--- config.mk ---
export PLATFORM = sky130hd
export DESIGN_NAME = multi_sticky_detector
export DESIGN_NICKNAME = d
export VERILOG_FILES = /design/src/rtl/msd_pkg.sv /design/src/rtl/msd_chan.sv /design/src/rtl/multi_sticky_detector.sv
export SDC_FILE = /design/constraint.sdc
export NUM_CORES = 1
export LEC_CHECK = 0
export ABC_AREA = 1
export CAP_MARGIN = 15
export CORE_ASPECT_RATIO = 1.75
export CORE_UTILIZATION = 50
export CTS_CLUSTER_SIZE = 10
export DETAILED_ROUTE_END_ITERATION = 12
export PLACE_DENSITY = 0.86
export SLEW_MARGIN = 20
export SYNTH_ARGS = -nofsm -noshare
export SYNTH_HDL_FRONTEND = slang
export SYNTH_SLANG_ARGS = --single-unit
--- constraint.sdc ---
create_clock -name clk -period 2.9 [get_ports clk]
set_clock_uncertainty 0.2 [all_clocks]
set_input_delay 0.87 -clock clk [delete_from_list [all_inputs] [get_ports clk]]
set_output_delay 0.87 -clock clk [all_outputs]
set_load 0.03 [all_outputs]
--- src/rtl/msd_pkg.sv ---
// Shared constants and width helper for the multi-channel sticky detector.
package msd_pkg;

    localparam int DEF_CH      = 4;
    localparam int DEF_RUN_LEN = 1;
    localparam int DEF_TS_W    = 16;

    // clog2 that never returns 0, so a 1-entry range still gets a 1-bit field
    function automatic int safeClog2(input int value);
        return (value <= 1) ? 1 : $clog2(value);
    endfunction

endpackage

--- src/rtl/msd_chan.sv ---
// One detector channel: counts consecutive enabled 1s and latches a sticky hit.
module msd_chan
    import msd_pkg::*;
#(
    parameter int RUN_LEN = DEF_RUN_LEN
) (
    input  logic clk,
    input  logic rst_n,
    input  logic clr,
    input  logic din_i,
    input  logic mask_i,
    output logic complete_o,
    output logic hit_o
);

    localparam int RW = safeClog2(RUN_LEN + 1);
    localparam logic [RW-1:0] RUN_MAX  = RW'(RUN_LEN);
    localparam logic [RW-1:0] RUN_LAST = RW'(RUN_LEN - 1);

    logic [RW-1:0] run_q, run_d;
    logic          hit_q, hit_d;
    logic          complete;

    // A re-arm in the same cycle always wins over a completing run
    always_comb begin
        complete = mask_i & din_i & (run_q == RUN_LAST) & ~clr;
        run_d    = '0;
        if (mask_i && din_i) begin
            run_d = (run_q == RUN_MAX) ? run_q : run_q + 1'b1;
        end
        hit_d = hit_q | complete;
    end

    always_ff @(posedge clk) begin
        if (!rst_n || clr) begin
            run_q <= '0;
            hit_q <= 1'b0;
        end else begin
            run_q <= run_d;
            hit_q <= hit_d;
        end
    end

    assign complete_o = complete;
    assign hit_o      = hit_q;

endmodule

--- src/rtl/multi_sticky_detector.sv ---
// Multi-channel sticky run detector with first-event channel/timestamp capture.
module multi_sticky_detector
    import msd_pkg::*;
#(
    parameter int CH      = DEF_CH,
    parameter int RUN_LEN = DEF_RUN_LEN,
    parameter int TS_W    = DEF_TS_W
) (
    input  logic                      clk,
    input  logic                      rst_n,
    input  logic [CH-1:0]             din,
    input  logic [CH-1:0]             mask,
    input  logic                      clr,
    output logic [CH-1:0]             hit,
    output logic                      any_hit,
    output logic                      hit_pulse,
    output logic                      first_valid,
    output logic [safeClog2(CH)-1:0]  first_ch,
    output logic [TS_W-1:0]           first_ts
);

    localparam int CW = safeClog2(CH);

    logic [CH-1:0]   complete;
    logic [CH-1:0]   hitNow;
    logic [CH-1:0]   hitNext;
    logic [CW-1:0]   encIdx;
    logic [TS_W-1:0] ts_q, ts_d;
    logic            any_hit_q, any_hit_d;
    logic            hit_pulse_q, hit_pulse_d;
    logic            first_valid_q, first_valid_d;
    logic [CW-1:0]   first_ch_q, first_ch_d;
    logic [TS_W-1:0] first_ts_q, first_ts_d;

    for (genvar g = 0; g < CH; g++) begin : g_chan
        msd_chan #(
            .RUN_LEN(RUN_LEN)
        ) u_chan (
            .clk       (clk),
            .rst_n     (rst_n),
            .clr       (clr),
            .din_i     (din[g]),
            .mask_i    (mask[g]),
            .complete_o(complete[g]),
            .hit_o     (hitNow[g])
        );
    end

    // Scan from the top so the lowest completing index ends up winning
    always_comb begin
        encIdx = '0;
        for (int i = CH - 1; i >= 0; i--) begin
            if (complete[i]) begin
                encIdx = CW'(i);
            end
        end
    end

    always_comb begin
        hitNext       = hitNow | complete;
        ts_d          = (ts_q == '1) ? ts_q : ts_q + 1'b1;
        any_hit_d     = |hitNext;
        hit_pulse_d   = (|hitNext) & ~(|hitNow);
        first_valid_d = first_valid_q;
        first_ch_d    = first_ch_q;
        first_ts_d    = first_ts_q;
        if (!first_valid_q && (|complete)) begin
            first_valid_d = 1'b1;
            first_ch_d    = encIdx;
            first_ts_d    = ts_q;
        end
    end

    always_ff @(posedge clk) begin
        if (!rst_n || clr) begin
            ts_q          <= '0;
            any_hit_q     <= 1'b0;
            hit_pulse_q   <= 1'b0;
            first_valid_q <= 1'b0;
            first_ch_q    <= '0;
            first_ts_q    <= '0;
        end else begin
            ts_q          <= ts_d;
            any_hit_q     <= any_hit_d;
            hit_pulse_q   <= hit_pulse_d;
            first_valid_q <= first_valid_d;
            first_ch_q    <= first_ch_d;
            first_ts_q    <= first_ts_d;
        end
    end

    assign hit         = hitNow;
    assign any_hit     = any_hit_q;
    assign hit_pulse   = hit_pulse_q;
    assign first_valid = first_valid_q;
    assign first_ch    = first_ch_q;
    assign first_ts    = first_ts_q;

endmodule

# --- Word-level counts from Yosys, hierarchy flattened ---
# Cells that the tools add are included.
totals:
  ff_bits: 45
  in_bits: 11
  output_inout_bits: 25
op_classes:
  add_sub_neg: 5
  n_eq_ne: 1
  n_mux: 8
  n_bitwise: 28
  n_reduce_logical: 15
ops:
  columns: ["operator", "n"]
  rows:
  - ["adder 16 x 1 -> 16 bit, second input constant", 1]
  - ["== test 16 bit, second input constant", 1]
  - ["bitwise AND 1 bit", 13]
  - ["OR reduction 4 bit", 3]
  - ["NOT 1 bit", 10]
  - ["two-way mux 2 bit", 4]
  - ["OR reduction 2 bit", 4]
  - ["logical AND 1 bit", 5]
  - ["adder 1 bit, second input constant", 4]
  - ["two-way mux 1 bit", 4]
  - ["OR 1 bit", 4]
  - ["OR 4 bit", 1]
  - ["zero test 1 bit", 2]
  - ["logical OR 1 bit", 1]

# --- Longest topological paths before layout ---
# Gate-level depths: netlist of run 1.
logic_depth:
  word_depth: 7
  ltp_mapped: 10
  mapped_depth_nobuf: 9

# --- Modules after synthesis ---
# From an unflattened synthesis of run 1, not the netlist that was laid out.
unflattened:
  hier_cells: 293
  hier_area_um2: 2044.5
modules_own_cells:
  columns: ["mod", "n_inst", "cells_each", "area_per_inst_um2", "seq_area_each_um2"]
  rows:
  - ["multi_sticky_detector", 1, 245, 1714.1, 740.7]
  - ["msd_chan", 4, 12, 82.6, 40.0]

# --- Worst setup path after synthesis of run 1 ---
# OpenSTA, ideal clock, no wires.
synth_path:
  path_kind: "input to register"
  startpoint: "input clr"
  endpoint: "register first_valid_q, in the netlist first_valid"
  setup_ns: 0.116
  t_arrival_ns: 1.538
  path_slack_ns: 1.046
  stages: 7
  n_path_buf: 2
  cell_sequence: "inv_1 nand2_1 inv_1 buf_4 buf_4 o21ai_0 inv_1"
synth_via:
  elab_chain_len: 4
  word_cells_on_any_way: 8
  classes_between: "5 x bitwise; 3 x reduce/logical"
synth_lines:
  columns: ["element", "line", "rtl"]
  rows:
  - ["from (decl)", "multi_sticky_detector.sv:13", "input logic clr,"]
  - ["NOT 1 bit", "msd_chan.sv:26", "complete = mask_i & din_i & (run_q == RUN_LAST) & ~clr;"]
  - ["bitwise AND 1 bit", "msd_chan.sv:26", null]
  - ["OR reduction 4 bit", "multi_sticky_detector.sv:67", "if (!first_valid_q && (|complete)) begin"]
  - ["logical AND 1 bit", "multi_sticky_detector.sv:67", null]
  - ["to (signal assigned)", "multi_sticky_detector.sv:86", "first_valid_q <= first_valid_d;"]
  - ["to (decl)", "multi_sticky_detector.sv:31", "logic first_valid_q, first_valid_d;"]
# Several ways; a longest one is shown, not always the timed one.
# A chain may end at the register's enable or synchronous reset.

# --- Worst setup path after layout of run 1 ---
layout_path:
  startpoint: "register first_valid_q, in the netlist first_valid"
  endpoint: "output first_valid"
layout_lines:
  columns: ["element", "line", "rtl"]
  rows:
  - ["to (decl)", "multi_sticky_detector.sv:17", "output logic first_valid,"]
# No word-level cell between the ends.

==> impl_results.md, run 1 <==
- Final cell area excluding filler cells: 0.00252 mm2
- Critical-path maximum fanout: 4
- Number of buffers added to fix hold violations after cts: 0
- CTS Sinks: 45
- Data required time of the worst path: 1.83 ns
- Largest net degree at the start of global routing: 36
- Via count: 1,940
- Die Wd: 50.6 um
- Count of TritonRoute iterations in the first routing pass: 4
- RSZ-0062 raised after global routing: no
- Slowest cell on crit path: sky130_fd_sc_hd__clkdlybuf4s50_1
- Count of mapped cells out of synthesis: 296
- Number of enable-type register cells in the synthesized netlist: 0
- Clk pwr share: 35.5%
- Final RePlAce weighted congestion: 0.907
- WP buf/inv: 1
- Net Sw Power: 0.322 mW
- Max-slew headroom: 78.6%
- Max-slew violations: 0
- Post-CTS sizing: 0
- Post-detailed-route count of antenna-violating nets: 0
- Area of the mapped netlist: 0.00206 mm2
- Largest stage delay, worst path: 0.69 ns
- Fmax: 408 MHz
- Async SR Flop Fraction: 0%
- Combinational fraction of design power: between 10% and 20%
- Number of fill cells in the layout: 341
- Number of CTS-inserted buffers: 5
- Clock tree from TritonCTS: built
- Overflow after GRT: 0
- Fin nets: between 300 and 400
- Synthesized area per cell: ~7.0 um2
- Most used standard cell by instance count after synthesis: sky130_fd_sc_hd__nand2_1
- Register share of total power: 50.4%
- Static power due to leakage: between 1 and 1.5 nW
- Detailed Route WL: 4590 um
- Final Non-Filler Cells: 375
- Yosys warns: 0
- Post-synth top cells: sky130_fd_sc_hd__nand2_1, sky130_fd_sc_hd__dfxtp_1, sky130_fd_sc_hd__nor2_1
- Final-report hold violation count: 0
- Per-cell routed wire length: 12.2 um
- Largest vdd supply drop: 301 uV
- Hold/Removal Path Class: reg2reg
- Setup crit end kind: primary output
- Final worst path period need: approximately 2.4 ns
- Clock slew seen by the registers of the worst setup and hold paths: 0.08 ns
- Area added between synthesis and finish: 22.3%
- Yosys cell types: 26
- Sum of internal, switching and leakage power: ~1.3 mW
- Site Rows: 30
- Period utilisation layout: 84.4%
- I/O Pins: 36
- Detailed-placement wirelength estimate: 3260 um
- First-pass GRT wire length: 7660 um
- Post-synthesis cell type with the largest combined area: sky130_fd_sc_hd__dfxtp_1
- Number of failing setup endpoints in the final timing report: 0
- # DRC: 0
- P_int: 0.963 mW
- Sw Ratio: between 20 and 30%
- Type of the worst setup path: reg2out
- Initial core utilization: 52.9%
- Via-to-Cell Ratio: 5.17
- Die Height: 87.0 um
- Clock Tree Root: sky130_fd_sc_hd__clkbuf_8
- Share of cells above drive strength 1: 7.95%
- Number of placed instances with taps included: 368
- Global routing usage summed across all routing layers: between 20% and 30%
- Kind of cell adding the most delay to the critical path: buffers and inverters
- Arr. time, crit path: 1.38 ns
- Synth top area share: 43.7%
- Leading register cell type out of synthesis: sky130_fd_sc_hd__dfxtp_1
- Max-capacitance violation count: 0
- Instance area at placement: between 0.002 and 0.0025 mm2
- Setup fix buffers added after clock tree synthesis: 0
- Final sum of negative setup slack: 0 ns
- PortBufs: 35
- Final antenna diode count: 0
- Element type at the critical path start: flip-flop
- CORE AREA: just under 0.004 mm2
- Antenna violations before repair: 0
- Worst skew pair latency: 0.30 ns
- Via count of the first global-routing pass: 1,788
- Top cells by area, synth: sky130_fd_sc_hd__dfxtp_1, sky130_fd_sc_hd__nand2_1, sky130_fd_sc_hd__nand3_1, sky130_fd_sc_hd__nor2_1, sky130_fd_sc_hd__inv_1
- Overall die area: 0.00440 mm2
- Final cell utilization of the core: 64.6%
- Syn Nets: 308
- Sequential fraction of the synthesis area: between 40 and 50%
- Maximum level of the CTS H-tree: 2
- Flip-flop and latch count after synthesis: 45
- Number of buffers on the longest clock path: 2
- Worst path cell trace: clkdlybuf4s50_1
- Tightest Pin Transition: 0.320 ns
- Power density cells: around 500 mW/mm2
- Outcome: finished, final reports clean
- First-iteration detailed-routing DRC count: 59
-- per-layer routing --
layer / up-vias / share of wire [%] / track usage (%)
met2: 65 / 54 / 44.2
li1: 998 / - / -
met4: 0 / 3.5 / 13.4
met3: 15 / 4.5 / 5.06
met5: - / 0 / 0
met1: 862 / 38 / 21.9
-- flip-flops by register name, summed over array words and instances (netlist names) --
signal / count
first_ch: 2
hit_pulse: 1
first_ts: 16
any_hit: 1
g_chan.u_chan.hit_o: 4
ts_q: 16
g_chan.u_chan.run_q: 4
first_valid: 1
-- logic make-up after synthesis --
group                    after synthesis  synth area share [%]
adder cells (fa/ha/maj)                1                 0.606
AO/OA/AOI/OAI                         38                  9.76
AND/OR/NAND/NOR                      156                  33.7
flip-flops                            45                  43.7
buffers and inverters                 56                  12.2
-- metrics by stage --
step,setup WS [ns],hold slack [ns]
floorplan,1.05,0.250
global placement,0.405,0.237
detailed placement,0.377,0.244
CTS,0.452,0.257
global route,0.384,0.292
finish,0.452,0.257
-- power groups by stage --
stage          Clock (mW)  Combinational [mW]  Sequential [mW]
6_report            0.456               0.181            0.647
5_1_grt             0.492               0.199            0.649
4_1_cts             0.465               0.182            0.647
3_5_place_dp            0               0.181            0.661
3_3_place_gp            0               0.177            0.661
2_1_floorplan           0              0.0920            0.688
-- cells in the final DEF, fill, tap and decap left out, drive strengths merged --
cell           instances
a21boi                 1
a21oi                 21
a31oi                  7
buf                    4
bufinv                 1
clkbuf                 5
clkdlybuf4s50         35
clkinv                 3
dfxtp                 45
ha                     1
inv                   39
nand2                 70
nand3                 35
nand3b                 1
nand4                  5
nor2                  42
nor3                   2
o21ai                  9
or2                    1
-- final timing paths --
kind	from	cells past startpoint	to	slack (ns)
min reg2reg	first_ch[1]$_SDFFE_PP0P_	2	first_ch[1]$_SDFFE_PP0P_	0.26
min	first_ch[1]$_SDFFE_PP0P_	2	first_ch[1]$_SDFFE_PP0P_	0.26
max reg2reg	ts_q[0]$_SDFFE_PP0P_	9	ts_q[10]$_SDFFE_PP0P_	1.10
max	first_valid$_SDFFE_PP0P_	1	first_valid	0.45
-- cell type report --
type	count	area (um2)	share of cell area (%)
clock buffer	5	68.8	2.73
clock inverter	2	35.0	1.39
inverter	41	155	6.15
multi-input combinational	195	910	36.1
sequential	45	901	35.7
tap	48	60.1	2.38
timing repair buffer	39	393	15.6
Power figures use the tool's default switching activity.
==> inputs of run 2 (changes only) <==
Settings changed: CORE_UTILIZATION 50 to 47, PLACE_DENSITY 0.86 to 0.85.
Clock period 2.9 ns to 2.1 ns, I/O delays scaled along.
==> impl_results.md, run 2 (synthesis gave the netlist of run 1 again) <==
- Fin nets: 345 (was 339)
- Kind of cell adding the most delay to the critical path: buffers and inverters (unchanged)
- Final cell area excluding filler cells: 0.00254 mm2 (was 0.00252 mm2)
- Instance area at placement: 0.00248 mm2 (was 0.00242 mm2)
- Leading cell type in the layout, fill and taps excluded: sky130_fd_sc_hd__nand2_1 (unchanged)
- Total length of routed met2 wires: 2530 um (was 2490 um)
- First-pass GRT wire length: 7270 um (was 7660 um)
- Slowest cell on crit path: sky130_fd_sc_hd__dlygate4sd2_1 (was sky130_fd_sc_hd__clkdlybuf4s50_1)
- Number of fill cells in the layout: 380 (was 341)
- P_int: 1.21 mW (was 0.963 mW)
- Clock Tree Root: sky130_fd_sc_hd__clkbuf_8 (unchanged)
- I/O Pins: 36 (unchanged)
- PortBufs: 35 (unchanged)
- Count of TritonRoute iterations in the first routing pass: 5 (was 4)
- Data required time of the worst path: 1.27 ns (was 1.83 ns)
- Largest net degree at the start of global routing: 27 (was 36)
- Clk pwr share: 32.2% (was 35.5%)
- Sum of internal, switching and leakage power: 1.69 mW (was 1.28 mW)
- Wire length on met3: 109 um (was 205 um)
- Largest vdd supply drop: 465 uV (was 301 uV)
- Max-slew violations: 0 (unchanged)
- Via-to-Cell Ratio: 5.04 (was 5.17)
- Post-detailed-route count of antenna-violating nets: 0 (unchanged)
- Register share of total power: 52.9% (was 50.4%)
- Max-slew headroom: 79.1% (was 78.6%)
- Highest metal layer with signal wires: met4 (unchanged)
- Largest stage delay, worst path: 0.41 ns (was 0.69 ns)
- Highest-count cells in the layout ignoring fill and taps: sky130_fd_sc_hd__nand2_1, sky130_fd_sc_hd__dfxtp_1, sky130_fd_sc_hd__nor2_1, sky130_fd_sc_hd__inv_1, sky130_fd_sc_hd__nand3_1 (was sky130_fd_sc_hd__nand2_1, sky130_fd_sc_hd__dfxtp_1, sky130_fd_sc_hd__nor2_1, sky130_fd_sc_hd__inv_1, sky130_fd_sc_hd__clkdlybuf4s50_1)
- Setup crit end kind: primary output (unchanged)
- Power density cells: 664 mW/mm2 (was 509 mW/mm2)
- Reg2reg start: ts_q[0]$_SDFFE_PP0P_ (unchanged)
- Clock slew seen by the registers of the worst setup and hold paths: 0.08 ns (about the same)
- Hold depth: 2 (unchanged)
- Hold/Removal Path Class: reg2reg (unchanged)
- Detailed Route WL: 4530 um (was 4590 um)
- Worst hold-check slack: 0.274 ns (was 0.257 ns)
- Share of cells above drive strength 1: 9.88% (was 7.95%)
- Worst path cell trace: dlygate4sd2_1 (was clkdlybuf4s50_1)
- Final antenna diode count: 0 (unchanged)
- Setup fix buffers added after clock tree synthesis: 0 (unchanged)
- Final RePlAce weighted congestion: 0.850 (was 0.907)
- Clock tree from TritonCTS: built (unchanged)
- Die Wd: 52.1 um (was 50.6 um)
- Overall die area: 0.00467 mm2 (was 0.00440 mm2)
- Static power due to leakage: 1.15 nW (was 1.02 nW)
- Maximum level of the CTS H-tree: 2 (unchanged)
- Die Height: 89.6 um (was 87.0 um)
- Endpoint of the lowest-slack register-to-register path: ts_q[9]$_SDFFE_PP0P_ (was ts_q[10]$_SDFFE_PP0P_)
- Site Rows: 31 (was 30)
- WP buf/inv: 1 (unchanged)
- Global routing usage summed across all routing layers: 21.1% (was 23.2%)
- Final worst path period need: ~1.9 ns
- Antenna violations before repair: 0 (unchanged)
- Via count of the first global-routing pass: 1,695 (was 1,788)
- # DRC: 0 (unchanged)
- CORE AREA: 0.00419 mm2 (was 0.00390 mm2)
- Number of buffers added to fix hold violations after cts: 0 (unchanged)
- Number of buffers on the longest clock path: 2 (unchanged)
- RSZ-0062 raised after global routing: no (unchanged)
- First-iteration detailed-routing DRC count: 33 (was 59)
- WL met1: 1790 um (was 1730 um)
- WHS Endpoint: first_ch[1]$_SDFFE_PP0P_ (unchanged)
- Final-report hold violation count: 0 (unchanged)
- Combinational fraction of design power: 14.9% (was 14.1%)
- Max-capacitance violation count: 0 (unchanged)
- Type of the worst setup path: reg2out (unchanged)
- Fmax: about 520 MHz
- Worst skew pair latency: 0.31 ns (was 0.30 ns)
- Worst r2r path cells: 9 (unchanged)
- Sw Ratio: 28.0% (was 25.0%)
- Critical-path maximum fanout: 4 (unchanged)
- Final sum of negative setup slack: 0 ns (unchanged)
- Via count: 1,932 (was 1,940)
- Post-CTS sizing: 25 (was 0)
- Number of CTS-inserted buffers: 5 (unchanged)
- Period utilisation layout: just over 90%
- Tightest Pin Transition: 0.315 ns (was 0.320 ns)
- Area added between synthesis and finish: 23.0% (was 22.3%)
- Overflow after GRT: 0 (unchanged)
- Element type at the critical path start: flip-flop (unchanged)
- Outcome: finished, final reports clean (unchanged)
- Number of failing setup endpoints in the final timing report: 0 (unchanged)
- Arr. time, crit path: 1.10 ns (was 1.38 ns)
- Detailed-placement wirelength estimate: 3340 um (was 3260 um)
- Net Sw Power: 0.472 mW (was 0.322 mW)
- Slack of the worst reg-to-reg path: 0.33 ns (was 1.10 ns)
- Critical hold path startpoint: first_ch[1]$_SDFFE_PP0P_ (unchanged)
- Per-cell routed wire length: 11.8 um (was 12.2 um)
- Initial core utilization: 49.3% (was 52.9%)
- Final cell utilization of the core: 60.6% (was 64.6%)
- CTS Sinks: 45 (unchanged)
==> run 2: through the flow <==
| step | cells | setup slack (ns) |
|---|---|---|
| floorplan | 296 | 0.486 |
| detailed placement | 375 | -0.118 |
| global route | 383 | 0.0607 |
| global placement | 375 | -0.0433 |
| CTS | 383 | 0.162 |
| finish | 383 | 0.166 |
==> run 2: area by class of cell <==
cell class,instances,area (um2),area share (%)
Multi-Input combinational cell,195,910,35.8
Timing Repair Buffer,45,419,16.5
Clock buffer,5,68.8,2.71
Tap cell,49,61.3,2.42
Sequential cell,45,901,35.5
Clock inverter,3,22.5,0.888
Inverter,41,155,6.11
==> run 2: metal layers <==
layer	vias to the layer above	GRT usage, %
li1	1007	-
met1	879	21.0
met2	37	39.6
met3	9	3.03
met4	0	12.8
met5	-	0
==> run 2: how the worst max path moves through the flow <==
| stage | start | to | cells past startpoint |
|---|---|---|---|
| 6_report | first_valid$_SDFFE_PP0P_ | first_valid | 1 |
| 5_1_grt | mask[3] | first_ts[14]$_SDFFE_PP0P_ | 9 |
| 4_1_cts | first_valid$_SDFFE_PP0P_ | first_valid | 1 |
| 3_5_place_dp | din[2] | hit_pulse$_SDFF_PP0_ | 8 |
| 3_3_place_gp | mask[2] | first_ts[8]$_SDFFE_PP0P_ | 9 |
| 2_1_floorplan | clr | first_valid$_SDFFE_PP0P_ | 7 |
==> run 2: power by group through the flow <==
stage,logic (mW),registers (mW),clock network [mW]
2_1_floorplan,0.127,0.950,0
3_3_place_gp,0.260,0.912,0
3_5_place_dp,0.265,0.913,0
4_1_cts,0.252,0.893,0.558
5_1_grt,0.278,0.895,0.594
6_report,0.251,0.892,0.542
==> run 2: worst reg2reg max path, delay by kind of cell (launching register included) <==
family	cells	cell delay [ns]
fa+ha+maj	1	0.26
buf+inv	3	0.20
flops	1	0.39
simple gates	5	0.67
==> inputs of run 3 (changes only) <==
Settings changed: ABC_AREA 1 to default, CORE_UTILIZATION 47 to 46, PLACE_DENSITY 0.85 to 0.84, REMOVE_ABC_BUFFERS from default to 1.
==> impl_results.md, run 3 <==
- Synth top area share: 46.1% (was 43.7%)
- Hold/Removal Path Class: reg2reg (unchanged)
- Final antenna diode count: 0 (unchanged)
- RSZ-0062 raised after global routing: no (unchanged)
- Site Rows: 31 (unchanged)
- Number of placed instances with taps included: 308 (was 375)
- Largest net degree at the start of global routing: 21 (was 27)
- Data required time of the worst path: 2.13 ns (was 1.27 ns)
- Leading register cell type out of synthesis: sky130_fd_sc_hd__dfxtp_1 (unchanged)
- Post-synthesis cell type with the largest combined area: sky130_fd_sc_hd__dfxtp_1 (unchanged)
- PortBufs: 35 (unchanged)
- Maximum level of the CTS H-tree: 2 (unchanged)
- Period utilisation layout: 92.1% (about the same)
- Yosys cell types: 43 (was 26)
- Final-report hold violation count: 0 (unchanged)
- Top cells by area, synth: sky130_fd_sc_hd__dfxtp_1, sky130_fd_sc_hd__nand3_1, sky130_fd_sc_hd__nand2_1, sky130_fd_sc_hd__o21ai_0, sky130_fd_sc_hd__a21oi_1 (was sky130_fd_sc_hd__dfxtp_1, sky130_fd_sc_hd__nand2_1, sky130_fd_sc_hd__nand3_1, sky130_fd_sc_hd__nor2_1, sky130_fd_sc_hd__inv_1)
- Endpoint of the lowest-slack register-to-register path: ts_q[2]$_SDFFE_PP0P_ (was ts_q[9]$_SDFFE_PP0P_)
- Max-slew headroom: 67.9% (was 79.1%)
- CTS Sinks: 45 (unchanged)
- I/O Pins: 36 (unchanged)
- Detailed-placement wirelength estimate: 3220 um (was 3340 um)
- Setup fix buffers added after clock tree synthesis: 0 (unchanged)
- Setup crit end kind: flip-flop (was primary output)
- Die Height: 88.2 um (was 89.6 um)
- Synthesized-area fraction occupied by and/or/nand/nor cells: 27.7% (was 33.7%)
- Storage cell area: 901 um2 (unchanged)
- First-iteration detailed-routing DRC count: 83 (was 33)
- Largest stage delay, worst path: 0.48 ns (was 0.41 ns)
- WL met1: 1750 um (was 1790 um)
- Area used by multi-input combinational logic: 917 um2 (was 910 um2)
- Power density cells: 681 mW/mm2 (was 664 mW/mm2)
- Number of buffers added to fix hold violations after cts: 0 (unchanged)
- Area of the mapped netlist: 0.00195 mm2 (was 0.00206 mm2)
- Static power due to leakage: 1.05 nW (was 1.15 nW)
- Slowest cell on crit path: sky130_fd_sc_hd__clkdlybuf4s50_1 (was sky130_fd_sc_hd__dlygate4sd2_1)
- Post-detailed-route count of antenna-violating nets: 0 (unchanged)
- Overall die area: 0.00452 mm2 (was 0.00467 mm2)
- Final worst path period need: 1.94 ns (was 1.93 ns)
- Area share of fa/ha/maj cells after synthesis: 0.640% (was 0.606%)
- Antenna violations before repair: 0 (unchanged)
- Reg2reg start: ts_q[6]$_SDFFE_PP0P_ (was ts_q[0]$_SDFFE_PP0P_)
- Outcome: finished, final reports clean (unchanged)
- Critical-path maximum fanout: 4 (unchanged)
- Number of enable-type register cells in the synthesized netlist: 0 (unchanged)
- Max-slew violations: 0 (unchanged)
- Share of cells above drive strength 1: 14.6% (was 9.88%)
- Area added between synthesis and finish: 28.5% (was 23.0%)
- Max-capacitance violation count: 0 (unchanged)
- Highest metal layer with signal wires: met4 (unchanged)
- Largest vdd supply drop: 565 uV (was 465 uV)
- Via-to-Cell Ratio: 5.72 (was 5.04)
- Worst path cell trace: clkdlybuf4s50_1 > nand3b_1 > buf_4 > a41oi_1 > inv_1 > a21oi_1 (was dlygate4sd2_1)
- Type of the worst setup path: in2reg (was reg2out)
- Global routing usage summed across all routing layers: 21.2% (was 21.1%)
- Share of the synthesized area in compound gates (AO/OA/AOI/OAI): 17.6% (was 9.76%)
- Number of CTS-inserted buffers: 5 (unchanged)
- Via count of the first global-routing pass: 1,650 (was 1,695)
- # DRC: 0 (unchanged)
- Xor-xnor portion of the synthesized cell area: 0.896% (was 0%)
- Yosys warns: 0 (unchanged)
- Critical hold path startpoint: first_ts[5]$_SDFFE_PP0P_ (was first_ch[1]$_SDFFE_PP0P_)
- Worst hold-check slack: 0.244 ns (was 0.274 ns)
- Via count: 1,807 (was 1,932)
- CORE AREA: 0.00411 mm2 (was 0.00419 mm2)
- Fin nets: 278 (was 345)
- Number of fill cells in the layout: 363 (was 380)
- Synthesized area per cell: 8.80 um2 (was 6.97 um2)
- Number of buffers on the longest clock path: 2 (unchanged)
- Flip-flop and latch count after synthesis: 45 (unchanged)
- Clock slew seen by the registers of the worst setup and hold paths: 0.08 ns (about the same)
- Leading cell type in the layout, fill and taps excluded: sky130_fd_sc_hd__dfxtp_1 (was sky130_fd_sc_hd__nand2_1)
- Slack of the worst reg-to-reg path: 0.26 ns (was 0.33 ns)
- Count of mapped cells out of synthesis: 222 (was 296)
- Count of TritonRoute iterations in the first routing pass: 4 (was 5)
- Clock tree from TritonCTS: built (unchanged)
- Tightest Pin Transition: 0.477 ns (was 0.315 ns)
- Highest-count cells in the layout ignoring fill and taps: sky130_fd_sc_hd__dfxtp_1, sky130_fd_sc_hd__nand2_1, sky130_fd_sc_hd__dlygate4sd2_1, sky130_fd_sc_hd__nand3_1, sky130_fd_sc_hd__buf_4 (was sky130_fd_sc_hd__nand2_1, sky130_fd_sc_hd__dfxtp_1, sky130_fd_sc_hd__nor2_1, sky130_fd_sc_hd__inv_1, sky130_fd_sc_hd__nand3_1)
- Arr. time, crit path: 1.97 ns (was 1.10 ns)
- Worst r2r path cells: 4 (was 9)
- Overflow after GRT: 0 (unchanged)
- Hold depth: 2 (unchanged)
- Total length of routed met2 wires: 2540 um (was 2530 um)
- Element type at the critical path start: input pin (was flip-flop)
- Number of failing setup endpoints in the final timing report: 0 (unchanged)
- WHS Endpoint: first_ts[5]$_SDFFE_PP0P_ (was first_ch[1]$_SDFFE_PP0P_)
- Wire length on met3: 131 um (was 109 um)
- Final Non-Filler Cells: 316 (was 383)
- Fmax: 517 MHz (about the same)
- Post-synth top cells: sky130_fd_sc_hd__dfxtp_1, sky130_fd_sc_hd__nand2_1, sky130_fd_sc_hd__nand3_1 (was sky130_fd_sc_hd__nand2_1, sky130_fd_sc_hd__dfxtp_1, sky130_fd_sc_hd__nor2_1)
- Main combinational cell family by area after synthesis: simple AND/OR/NAND/NOR gates (unchanged)
- Async SR Flop Fraction: 0% (unchanged)
- Die Wd: 51.3 um (was 52.1 um)
- Final RePlAce weighted congestion: 0.824 (was 0.850)
- Most used standard cell by instance count after synthesis: sky130_fd_sc_hd__dfxtp_1 (was sky130_fd_sc_hd__nand2_1)
- First-pass GRT wire length: 7220 um (was 7270 um)
- Per-cell routed wire length: 14.4 um (was 11.8 um)
- Worst skew pair latency: 0.30 ns (was 0.31 ns)
- Clock Tree Root: sky130_fd_sc_hd__clkbuf_8 (unchanged)
- Sequential fraction of the synthesis area: 46.1% (was 43.7%)
- Multiplexer share of the synthesized area: 0% (unchanged)
- Detailed Route WL: 4560 um (was 4530 um)
- Initial core utilization: 47.5% (was 49.3%)
-- run 3: cell types whose count changed after synthesis, sizes merged, moves of 4 or more --
cell	delta
a21oi	-7
and3	+9
inv	-34
nand2	-45
nand3	-12
nor2	-34
nor4	+4
o21ai	+16
-- run 3: what timing repair did --
action                                  CTS  global route
endpoints found under the setup margin   24             1
resized for setup                        24             1
gates cloned                              0             0
-- run 3: layout make-up --
class                      count  share of cell area, %
clock buffer                   6                   3.29
inverter                       5                  0.747
timing repair buffer          56                   19.6
clock inverter                 2                   1.49
tap                           49                   2.44
sequential                    45                   35.9
multi-input combinational    153                   36.5
-- run 3: worst max path at each step --
stage                             from                  endpoint  cells past startpoint
finish                          din[1]        any_hit$_SDFF_PP0_                      6
global route                    din[1]        any_hit$_SDFF_PP0_                      6
CTS                 any_hit$_SDFF_PP0_                   any_hit                      1
detailed placement                 clr  first_ts[8]$_SDFFE_PP0P_                      6
global placement                   clr      ts_q[4]$_SDFFE_PP0P_                      5
floorplan                          clr      ts_q[2]$_SDFFE_PP0P_                      3
-- run 3: layer usage --
| metal | vias to the layer above | global-route usage [%] |
|---|---|---|
| li1 | 888 | - |
| met1 | 864 | 21.8 |
| met2 | 45 | 40.0 |
| met3 | 10 | 3.61 |
| met4 | 0 | 11.1 |
| met5 | - | 0 |
-- run 3: report_power, final --
group / leakage (nW) / internal, mW / total [mW] / switching (mW)
Combinational: 0.630 / 0.0650 / 0.149 / 0.0837
Sequential: 0.364 / 0.863 / 0.870 / 0.00618
Clock: 0.0574 / 0.387 / 0.692 / 0.304
Total: 1.05 / 1.32 / 1.71 / 0.394
-- run 3: metrics by stage --
step	setup slack (ns)	TNS (ns)	cell area, um2	power, mW	utilization [%]
2_1_floorplan	-0.672	-15.13	1830	0.955	-
3_3_place_gp	-0.0970	-2.27	2420	1.04	58.8
3_5_place_dp	-0.130	-3.02	2420	1.04	58.8
4_1_cts	0.00171	0	2510	1.71	61.0
5_1_grt	0.0724	0	2510	1.78	61.1
6_report	0.165	0	2510	1.71	61.1
-- run 3: cell families after synthesis --
family / count (synthesis)
compound gates: 55
xor+xnor: 2
fa+ha+maj: 1
buf+inv: 24
flops: 45
simple gates: 95
-- run 3: critical path, delay by kind of cell --
kind | cells | cell delay [ns]
buffers and inverters | 3 | 0.74
AO/OA/AOI/OAI | 2 | 0.44
AND/OR/NAND/NOR | 1 | 0.15
